--- src/rtl/obstacle_mover.sv ---
// Moves one road obstacle: spawns above the screen in a pseudo-random lane,
// scrolls it down once per frame at the player's speed, pulses passed on exit.
module obstacle_mover #(
    parameter int         START_Y        = -64,
    parameter int         SCREEN_BOTTOM  = 480,
    parameter int         LANE0_X        = 224,
    parameter int         LANE_STEP      = 64,
    parameter int         STEP_PER_SPEED = 2,
    parameter logic [7:0] LFSR_SEED      = 8'hA5
) (
    input  logic               clk,
    input  logic               resetN,
    input  logic               startOfFrame,
    input  logic               enable,
    input  logic [1:0]         speed,
    output logic signed [10:0] topLeftX,
    output logic signed [10:0] topLeftY,
    output logic               visible,
    output logic               passed
);

    localparam logic signed [10:0] Y0     = 11'(START_Y);
    localparam logic signed [10:0] X0     = 11'(LANE0_X);
    localparam logic signed [10:0] XSTEP  = 11'(LANE_STEP);
    localparam logic signed [10:0] BOTTOM = 11'(SCREEN_BOTTOM);

    typedef enum logic [1:0] {S_IDLE, S_SPAWN, S_MOVE, S_DONE} state_t;

    state_t             r_state, w_next;
    logic [7:0]         r_lfsr;
    logic               w_fb;
    logic [1:0]         w_lane;
    logic [2:0]         w_step3;
    logic signed [10:0] r_x, r_y;
    logic signed [10:0] w_inc, w_new_y, w_spawn_x, w_next_x, w_next_y;
    logic               r_visible, r_passed, w_pass;

    // Fibonacci LFSR, taps 8,6,5,4; free-running so lane choice depends on spawn time
    assign w_fb = r_lfsr[7] ^ r_lfsr[5] ^ r_lfsr[4] ^ r_lfsr[3];

    always_ff @(posedge clk or negedge resetN) begin
        if (!resetN) r_lfsr <= LFSR_SEED;
        else         r_lfsr <= {r_lfsr[6:0], w_fb};
    end

    assign w_lane    = (r_lfsr[1:0] == 2'd3) ? 2'd1 : r_lfsr[1:0];
    assign w_spawn_x = X0 + $signed({9'd0, w_lane}) * XSTEP;
    assign w_step3   = 3'(speed * STEP_PER_SPEED);
    assign w_inc     = $signed({8'd0, w_step3});
    assign w_new_y   = r_y + w_inc;

    always_ff @(posedge clk or negedge resetN) begin
        if (!resetN) r_state <= S_IDLE;
        else         r_state <= w_next;
    end

    always_comb begin
        w_next   = r_state;
        w_next_x = r_x;
        w_next_y = r_y;
        w_pass   = 1'b0;
        case (r_state)
            S_IDLE:  if (enable) w_next = S_SPAWN;
            S_SPAWN: begin
                w_next_y = Y0;
                w_next_x = w_spawn_x;
                w_next   = enable ? S_MOVE : S_IDLE;
            end
            S_MOVE: begin
                // abort takes priority over a simultaneous crossing frame
                if (!enable) begin
                    w_next = S_IDLE;
                end else if (startOfFrame) begin
                    w_next_y = w_new_y;
                    if (w_new_y >= BOTTOM) begin
                        w_next = S_DONE;
                        w_pass = 1'b1;
                    end
                end
            end
            S_DONE:  if (!enable) w_next = S_IDLE;
            default: w_next = S_IDLE;
        endcase
    end

    always_ff @(posedge clk or negedge resetN) begin
        if (!resetN) begin
            r_x       <= X0;
            r_y       <= Y0;
            r_visible <= 1'b0;
            r_passed  <= 1'b0;
        end else begin
            r_x       <= w_next_x;
            r_y       <= w_next_y;
            r_visible <= (w_next == S_MOVE);
            r_passed  <= w_pass;
        end
    end

    assign topLeftX = r_x;
    assign topLeftY = r_y;
    assign visible  = r_visible;
    assign passed   = r_passed;

endmodule

--- config.mk ---
export PLATFORM = sky130hd
export DESIGN_NAME = obstacle_mover
export DESIGN_NICKNAME = d
export VERILOG_FILES = /design/src/rtl/obstacle_mover.sv
export SDC_FILE = /design/constraint.sdc
export NUM_CORES = 1
export LEC_CHECK = 0
export BUFFER_PORTS_ARGS = -buffer_cell sky130_fd_sc_hd__buf_2
export CAP_MARGIN = 10
export CORE_ASPECT_RATIO = 1.1
export CORE_MARGIN = 2
export CORE_UTILIZATION = 45
export CTS_CLUSTER_DIAMETER = 150
export CTS_CLUSTER_SIZE = 25
export DETAILED_ROUTE_END_ITERATION = 7
export GPL_TIMING_DRIVEN = 0
export PLACE_DENSITY = 0.72
export SKIP_LAST_GASP = 1
export SLEW_MARGIN = 20
export SYNTH_ARGS = -nofsm -noshare
export SYNTH_HDL_FRONTEND = slang
export SYNTH_SLANG_ARGS = --single-unit
--- constraint.sdc ---
create_clock -name clk -period 2.2 [get_ports clk]
set_clock_uncertainty 0.05 [all_clocks]
set_input_delay 0.11 -clock clk [delete_from_list [all_inputs] [get_ports clk]]
set_output_delay 0.11 -clock clk [all_outputs]
set_load 0.02 [all_outputs]
Word-level counts from Yosys, hierarchy flattened
Index checks and enable logic that the tools add are counted.
- $add $sub $neg: 2
- multiply operators: 0
- div/mod/pow operators: 0
- magnitude comparators: 1
- eq/ne operators: 7
- shifts and indexed selects: 0
- mux-type cells: 15
- bitwise operators: 3
- reductions and logical operators: 3
- operators by type and width (operator ; number):
    $mux 11 ; 2
    $pmux 11 s2 ; 1
    $mux 2 ; 7
    $add 11x4->11 ; 1
    $ge 11x10->1 const B ; 1
    $add 8x8->9 const A ; 1
    $eq 2x2->1 const B ; 4
    $pmux 2 s4 ; 1
    $mux 1 ; 4
    $ne 2x2->1 const B ; 2
    $reduce_and 3->1 ; 1
    $xor 1x1->1 ; 3
    $eq 2x1->1 const B ; 1
    $logic_not 2->1 ; 1
    $reduce_bool 2->1 ; 1
- bits in registers: 34
- latch bits: 0
- RAM bits: 0
- memory bits (read-only): 0
- input port bits: 6
- output and inout port bits: 24
- word-level logic and storage cells: 37
- memories: 0

Logic depth before layout (Yosys ltp)
Gate-level depths: netlist of the first run.
- word-level depth: 7
- mapped depth: 8
- depth with buffers taken out: 8

Least setup slack after synthesis of the first run
No wires, ideal clock.
- kind: flip-flop to flip-flop
- start point: register r_y[1], in the netlist topLeftY[1]
- end point: register r_visible, in the netlist visible
- library setup time: 0.126 ns
- arrival: 2.101 ns
- data required time: 2.024 ns
- path slack: -0.077 ns
- stages on the path, launching flop included: 9
- path buffers: 0
- period minus slack after synthesis: 2.277 ns
- cells stage by stage: dfrtp_1 -> ha_1 -> inv_1 -> fa_1 -> nand4b_1 -> nor2_1 -> xor2_1 -> a41oi_2 -> o311a_1
- longest elaborated chain between the ends: 7
- RTL lines (item ; RTL line ; source):
    from (decl) ; 34 ; logic signed [10:0] r_x, r_y;
    from (signal assigned) ; 94 ; r_y <= w_next_y;
    $add 11x4->11 ; 50 ; assign w_new_y = r_y + w_inc;
    $ge 11x10->1 ; 75 ; if (w_new_y >= BOTTOM) begin
    $mux 2 ; 75 ;
    $mux 2 ; 73 ; end else if (startOfFrame) begin
    $mux 2 ; 71 ; if (!enable) begin
    $pmux 2 s4 ; 62 ; case (r_state)
    $eq 2x2->1 ; 95 ; r_visible <= (w_next == S_MOVE);
    to (signal assigned) ; 95 ;
    to (decl) ; 36 ; logic r_visible, r_passed, w_pass;
No other way between the ends.
A chain may end at the register's enable or synchronous reset.

Worst setup path after layout of the first run
Same ends and word-level chain as after synthesis.

==> run metrics, run 1 <==
period utilization a little over nine tenths; Mapped Cells 117; post-layout util about three fifths; dpl ws -0.1180 ns; status finished clean; Final Hold Viols 0; global-route wire length before repair 4195 um; GRT Overall Usage 18.21%; starting density of the core about half; r2r endpoint visible; Synth Area per Inst ~11 um2; Die H 58.97 um; synth warn 0; vias in the first global route 946; Port Buffer Count 20; Die Width 53.98 um; CP Class reg -> reg; RSZ-0062 raised after global routing true; most common cell after layout, fill and taps aside buf_2; die area 0.003183 mm2; drt drc 0; WHS Endpoint r_state[0]; Pleak 0.7490 nW; RR Startpoint topLeftY[1]; Clock transition at path regs 0.14 ns; WL/cell 12.90 um; Synth Register Bits 25; drt initial violations 22; share of cells above drive strength 1 38.06%; Net Sw Frac 38.20%; reg2reg path depth 8; via count 920; met3 Track Usage GR 1.768%; hold depth 3; Pint 0.0008410 W; slew of the pin with the lowest slew margin 0.5284 ns; post-synthesis cell area around 0.0012 mm2; Tmin final 2.113 ns; max-cap violation count 0; Reg2Reg Setup Slack 0.09 ns; hold_sp startOfFrame; number of diodes 0; critical path cell sequence ha_4 > inv_2 > fa_2 > nand4b_1 > nor2_2 > xor2_1 > a41oi_2 > o311a_1; multi-input logic area 539.3 um2; P per Cell Area 897.5 mW/mm2; Crit path buffers/inverters 1; final setup vio count 0; Post-Route Setup TNS 0 ns; Req. time, crit path 2.37 ns; synthesis-to-layout area growth 22.67%; Unique masters post-synth 35; Routed Antenna Nets 0; sequential-to-total area share from yosys stat just over 50%; Seq pwr share 46.9%; CP max FO 4; Placed Area about 0.0014 mm2; Total Wirelength 2399 um; PnR worst setup slack between 0.08 and 0.09 ns; GRT overflow 0; biggest cell delay along the critical path 0.41 ns; Sink Count 25; core box area 0.002544 mm2; Seq. cell area 640.6 um2; M2 GR Usage between 30% and 40%; dpl hpwl 1750 um; H-tree depth 1; grt met1 use a little under a quarter; CP max-delay cell dfrtp_2; DR vias/cell 4.946; Final #Nets 165; clk root buf clkbuf_4; Net Sw Power 0.0005200 W; Slew Limit Fails 0; global route hottest layer met2; Worst Path Arrival between 2 and 2.5 ns; worst slew margin relative to its limit around two thirds; combinational share of power 36.8%; Max VDD drop roughly 0.00058 V; Final Instance Area 0.001516 mm2; fmax 473.3 MHz; TritonCTS clock tree built; Clock Path Buffers 2; worst skew pair latency 0.32 ns; drt first pass iters 4; most frequent cells in the layout 20 x buf_2, 14 x buf_4, 13 x dfrtp_1; Fillers about 230; Inserted Clock Buffers 3; Startpoint Class flip-flop; Clock Power Share 16.3%; FP Rows 19; cell family with the largest share of critical-path delay adder cells; Final GP Congestion 0.6968; critical path capture point type flip-flop; Hold Path Class in -> reg; # IOs 30; largest net degree at the start of global routing 26; initial antenna violation count 0; Design Power 0.001361 W
[flip-flops by register name, summed over array words and instances (netlist names)]
name / count
topLeftY: 10
r_lfsr: 8
topLeftX: 3
r_state: 2
passed: 1
visible: 1
[worst register-to-register path, stage by stage (launching register included)]
cell and delay (ns):
dfrtp_2 0.41, ha_4 0.14, inv_2 0.03, fa_2 0.36, nand4b_1 0.25, nor2_2 0.16
xor2_1 0.19, a41oi_2 0.09, o311a_1 0.33
[routing by layer]
metal	vias up	wire length [um]
met2	19	1235
met3	4	84
met5	-	0
met4	0	29
li1	457	-
met1	440	1049
[repair_timing]
action	CTS	global route
setup endpoints to repair	2	3
hold buffers	2	0
pin swaps	3	2
resized for setup	2	4
endpoints found under the hold margin	16	0
setup buffers	3	2
[power groups by stage]
stage	clock network [W]	logic (W)	registers [W]
6_report	0.000221	0.000501	0.000639
5_1_grt	0.000246	0.000565	0.000654
4_1_cts	0.000234	0.000482	0.000636
3_5_place_dp	0	0.000464	0.000646
3_3_place_gp	0	0.000449	0.000638
2_1_floorplan	0	0.000245	0.000721
[cells by family after synthesis]
logic type,count (synthesis),synth area share (%)
AO/OA/AOI/OAI,22,12.35
XOR/XNOR,9,6.984
adder cells (fa/ha/maj),3,3.643
buffers and inverters,18,8.805
flip-flops,25,51.72
multiplexers,1,0.8097
other,2,0.6075
AND/OR/NAND/NOR,37,15.08
[worst max path at each step]
stage	startpoint	endpoint	slack (ns)	cells after the start
after floorplan	topLeftY[1]	visible	0.002	8
after global placement	topLeftY[1]	visible	-0.07	8
after detailed placement	topLeftY[1]	visible	-0.12	8
after CTS	topLeftY[1]	r_state[0]	0.05	8
after global routing	topLeftY[1]	visible	-0.07	8
final	topLeftY[1]	visible	0.09	8
[layout make-up]
class | count | share of cell area (%)
Buffer | 13 | 5.941
Clock buffer | 3 | 1.485
Clock inverter | 1 | 0.5776
Inverter | 5 | 1.238
Multi-Input combinational cell | 81 | 35.56
Sequential cell | 25 | 42.24
Tap cell | 31 | 2.558
Timing Repair Buffer | 27 | 10.40
[through the flow]
step,hold slack (ns),std cells
floorplan,-0.2356,124
global placement,0.06308,175
detailed placement,0.07521,175
CTS,0.01180,184
global route,0.03959,186
finish,0.05017,186
[synthesized netlist by cell type, drive strengths merged]
library cell  number  area [um2]
a211o              1       8.760
a21o               2       15.01
a21oi              1       5.000
a31oi              2       12.51
a41oi              1       16.27
and2               1       6.260
and3               2       12.51
and4               1       11.26
and4b              1       10.01
buf               10       78.82
clkbuf             3       11.26
conb               2       7.510
dfrtp             14       350.3
dfstp             11       289.0
fa                 1       20.02
ha                 2       25.02
inv                5       18.77
mux2i              1       10.01
nand2              9       33.78
nand2b             1       6.260
nand3              7       35.03
nand4b             2       17.52
nor2              10       37.54
nor2b              1       6.260
nor3               2       10.01
o21a               2       15.01
o21ai              9       45.04
o22a               1       8.760
o311a              1       10.01
o31ai              1       7.510
o32ai              1       8.760
xnor2              5       51.30
xor2               4       35.03
Note: power is estimated with default switching activity, not from simulation.
==> run 2: changes to the inputs <==
--- a/config.mk
+++ b/config.mk
@@ -5,6 +5,7 @@
 export SDC_FILE = /design/constraint.sdc
 export NUM_CORES = 1
 export LEC_CHECK = 0
+export ABC_AREA = 1
 export BUFFER_PORTS_ARGS = -buffer_cell sky130_fd_sc_hd__buf_2
 export CAP_MARGIN = 10
 export CORE_ASPECT_RATIO = 1.1
@@ -14,7 +15,7 @@
 export CTS_CLUSTER_SIZE = 25
 export DETAILED_ROUTE_END_ITERATION = 7
 export GPL_TIMING_DRIVEN = 0
-export PLACE_DENSITY = 0.72
+export PLACE_DENSITY = 0.71
 export SKIP_LAST_GASP = 1
 export SLEW_MARGIN = 20
 export SYNTH_ARGS = -nofsm -noshare
==> run 2 against run 1 <==
Synthesized cell count increased by 15%. First-iteration DRC count is 55% higher. Combinational power decreased by 49%. Sequential share of layout area up 0.55 points. Die area up 2.5%. Total power is 27% lower. Worst hold slack improved by 0.067 ns. Clock power decreased by 10%. Area after synthesis grew 2.7%. Non-clock buffer count down 7. Critical path type unchanged. Critical endpoint unchanged.
==> run metrics, run 2 <==
Slew Limit Fails 0; commonest register cell after synthesis dfrtp_1; Port Buffer Count 20; final setup vio count 0; Worst Path Arrival 2.13 ns; top cells by area, synth dfrtp_1 28%, dfstp_2 23%, inv_1 6.5%; die area 0.003263 mm2; CP max FO 4; largest net degree at the start of global routing 26; max-cap violation count 0; P per Cell Area roughly 660 mW/mm2; drt initial violations 34; PnR worst setup slack 0.2757 ns; core box area 0.002728 mm2; fmax 519.7 MHz; drt first pass iters 4; Unique masters post-synth 29; vias in the first global route 898; synthesis-to-layout area growth 17.64%; Fillers 273; mux contribution to synthesized area 0%; CP Class reg -> reg; Compound-Gate Fraction of Synth Area around 8.1%; initial antenna violation count 0; starting density of the core 46.56%; Clock Path Buffers 2; Pleak just under 0.8 nW; Total Wirelength approximately 2200 um; most frequent cells in the layout 21 x inv_1, 20 x buf_2, 17 x nand2_1; # IOs 30; synth warn 0; most common cell after layout, fill and taps aside inv_1; Post-Route Setup TNS 0 ns; clk root buf clkbuf_4; sequential-to-total area share from yosys stat 50.34%; global-route wire length before repair between 3000 and 4000 um; Inserted Clock Buffers 3; Synth Area per Inst 9.477 um2; Synth area leader dfrtp_1; Reg2Reg Setup Slack 0.28 ns; H-tree depth 1; Tmin final 1.924 ns; DR vias/cell 4.701; post-layout util 54.77%; dpl ws 0.2058 ns; RSZ-0062 raised after global routing false; main combinational cell family by area after synthesis simple AND/OR/NAND/NOR gates; Clock transition at path regs 0.13 ns; Max VDD drop 0.0004462 V; Post-synth EDFFs 0; Startpoint Class flip-flop; post-synthesis cell area between 0.001 and 0.0015 mm2; FP Rows 20; Synth Register Bits 25; Mapped Cells 134; WL/cell 10.82 um; Req. time, crit path approximately 2.4 ns; critical path capture point type flip-flop; Synth Area in XOR/XNOR 2.759%; Die Width 54.65 um; period utilization 87.47%; max reg flops 10; leading cell types by count after synthesis 22 x inv_1, 17 x nand2_1, 14 x dfrtp_1; synthesized-area fraction occupied by and/or/nand/nor cells about 22%; via count roughly 950; area share of the leading cell type in the synthesized netlist between 20% and 30%; Final GP Congestion 0.8015; worst slew margin relative to its limit 64.42%; TritonCTS clock tree built; drt drc 0; FFs w/ async S/R, synth between 90% and 100%; number of diodes 0; Sink Count 25; status finished clean; most common cell in the netlist inv_1; dpl hpwl between 1500 and 2000 um; Routed Antenna Nets 0; slew of the pin with the lowest slew margin approximately 0.53 ns; Final #Nets 178; adder-cell share of the synthesized area 3.547%; share of cells above drive strength 1 between 30% and 40%; Die H 59.72 um; GRT Overall Usage 15.43%; Final Hold Viols 0; GRT overflow 0; Hold Path Class in -> reg; worst skew pair latency a little over 0.3 ns
[run 2: final timing paths]
check / startpoint / endpoint / cells after the start
setup / recovery: topLeftY[1] / visible / 14
hold / removal: startOfFrame / topLeftY[2] / 3
setup reg to reg: topLeftY[1] / visible / 14
hold reg to reg: r_lfsr[6] / r_lfsr[7] / 0
max in group asynchronous: resetN / topLeftY[7] / 2
min in group asynchronous: resetN / topLeftY[2] / 2
[run 2: repair_timing]
action / 4_1_cts / 5_1_grt
endpoints found under the setup margin: 0 / 2
resized for setup: 0 / 2
hold buffers: 2 / 0
buffers inserted: 0 / 1
endpoints found under the hold margin: 15 / 0
[run 2: area by class of cell]
cell class	instances	area (um2)	area share (%)
plain buffers	10	75.07	5.025
clock buffers	4	26.28	1.759
inverters	24	90.09	6.030
multi-input cells	82	494.2	33.08
flip-flops and latches	25	639.4	42.80
well taps	33	41.29	2.764
repair buffers	23	127.6	8.543
[run 2: through the flow]
| stage | instances | cell area (um2) | hold WS [ns] | total power [W] |
|---|---|---|---|---|
| floorplan | 141 | 1296 | -0.2356 | 0.0007198 |
| global placement | 194 | 1438 | 0.07011 | 0.0007882 |
| CTS | 200 | 1484 | 0.09037 | 0.001002 |
| finish | 201 | 1494 | 0.1169 | 0.0009923 |
| global route | 201 | 1494 | 0.1104 | 0.001058 |
| detailed placement | 194 | 1438 | 0.07692 | 0.0007962 |
[run 2: metal layers]
| metal | part of all wire, % | up-vias | GRT usage, % |
|---|---|---|---|
| met5 | 0 | - | 0 |
| met4 | 1.2 | 0 | 5.357 |
| met3 | 4.2 | 4 | 3.000 |
| met2 | 50 | 21 | 26.19 |
| met1 | 45 | 445 | 19.21 |
| li1 | - | 475 | - |
[run 2: where the power goes]
part | switching (W) | total (W) | internal, W
combinational | 0.000166 | 0.000258 | 0.0000914
sequential | 0.0000244 | 0.000537 | 0.000512
clock | 0.000127 | 0.000198 | 0.0000708
[run 2: worst max-delay path, cell delays in order, from the launching register on]
cell,delay (ns)
dfrtp_1,0.37
ha_2,0.22
inv_1,0.06
fa_1,0.37
inv_2,0.10
nand3_2,0.08
nor2_2,0.11
nand3_1,0.07
nand2_1,0.06
nand2_1,0.06
inv_1,0.05
nand2_1,0.05
nand2_2,0.07
nand3_2,0.08
nor2_2,0.08
[run 2: logic make-up after synthesis]
group                      Yosys count
and+or+nand+nor                     49
DFF                                 25
xor gates and xnor gates             4
other                                2
AOI/OAI and AO/OA                   17
adders and majority gates            3
buffers and inverters               34
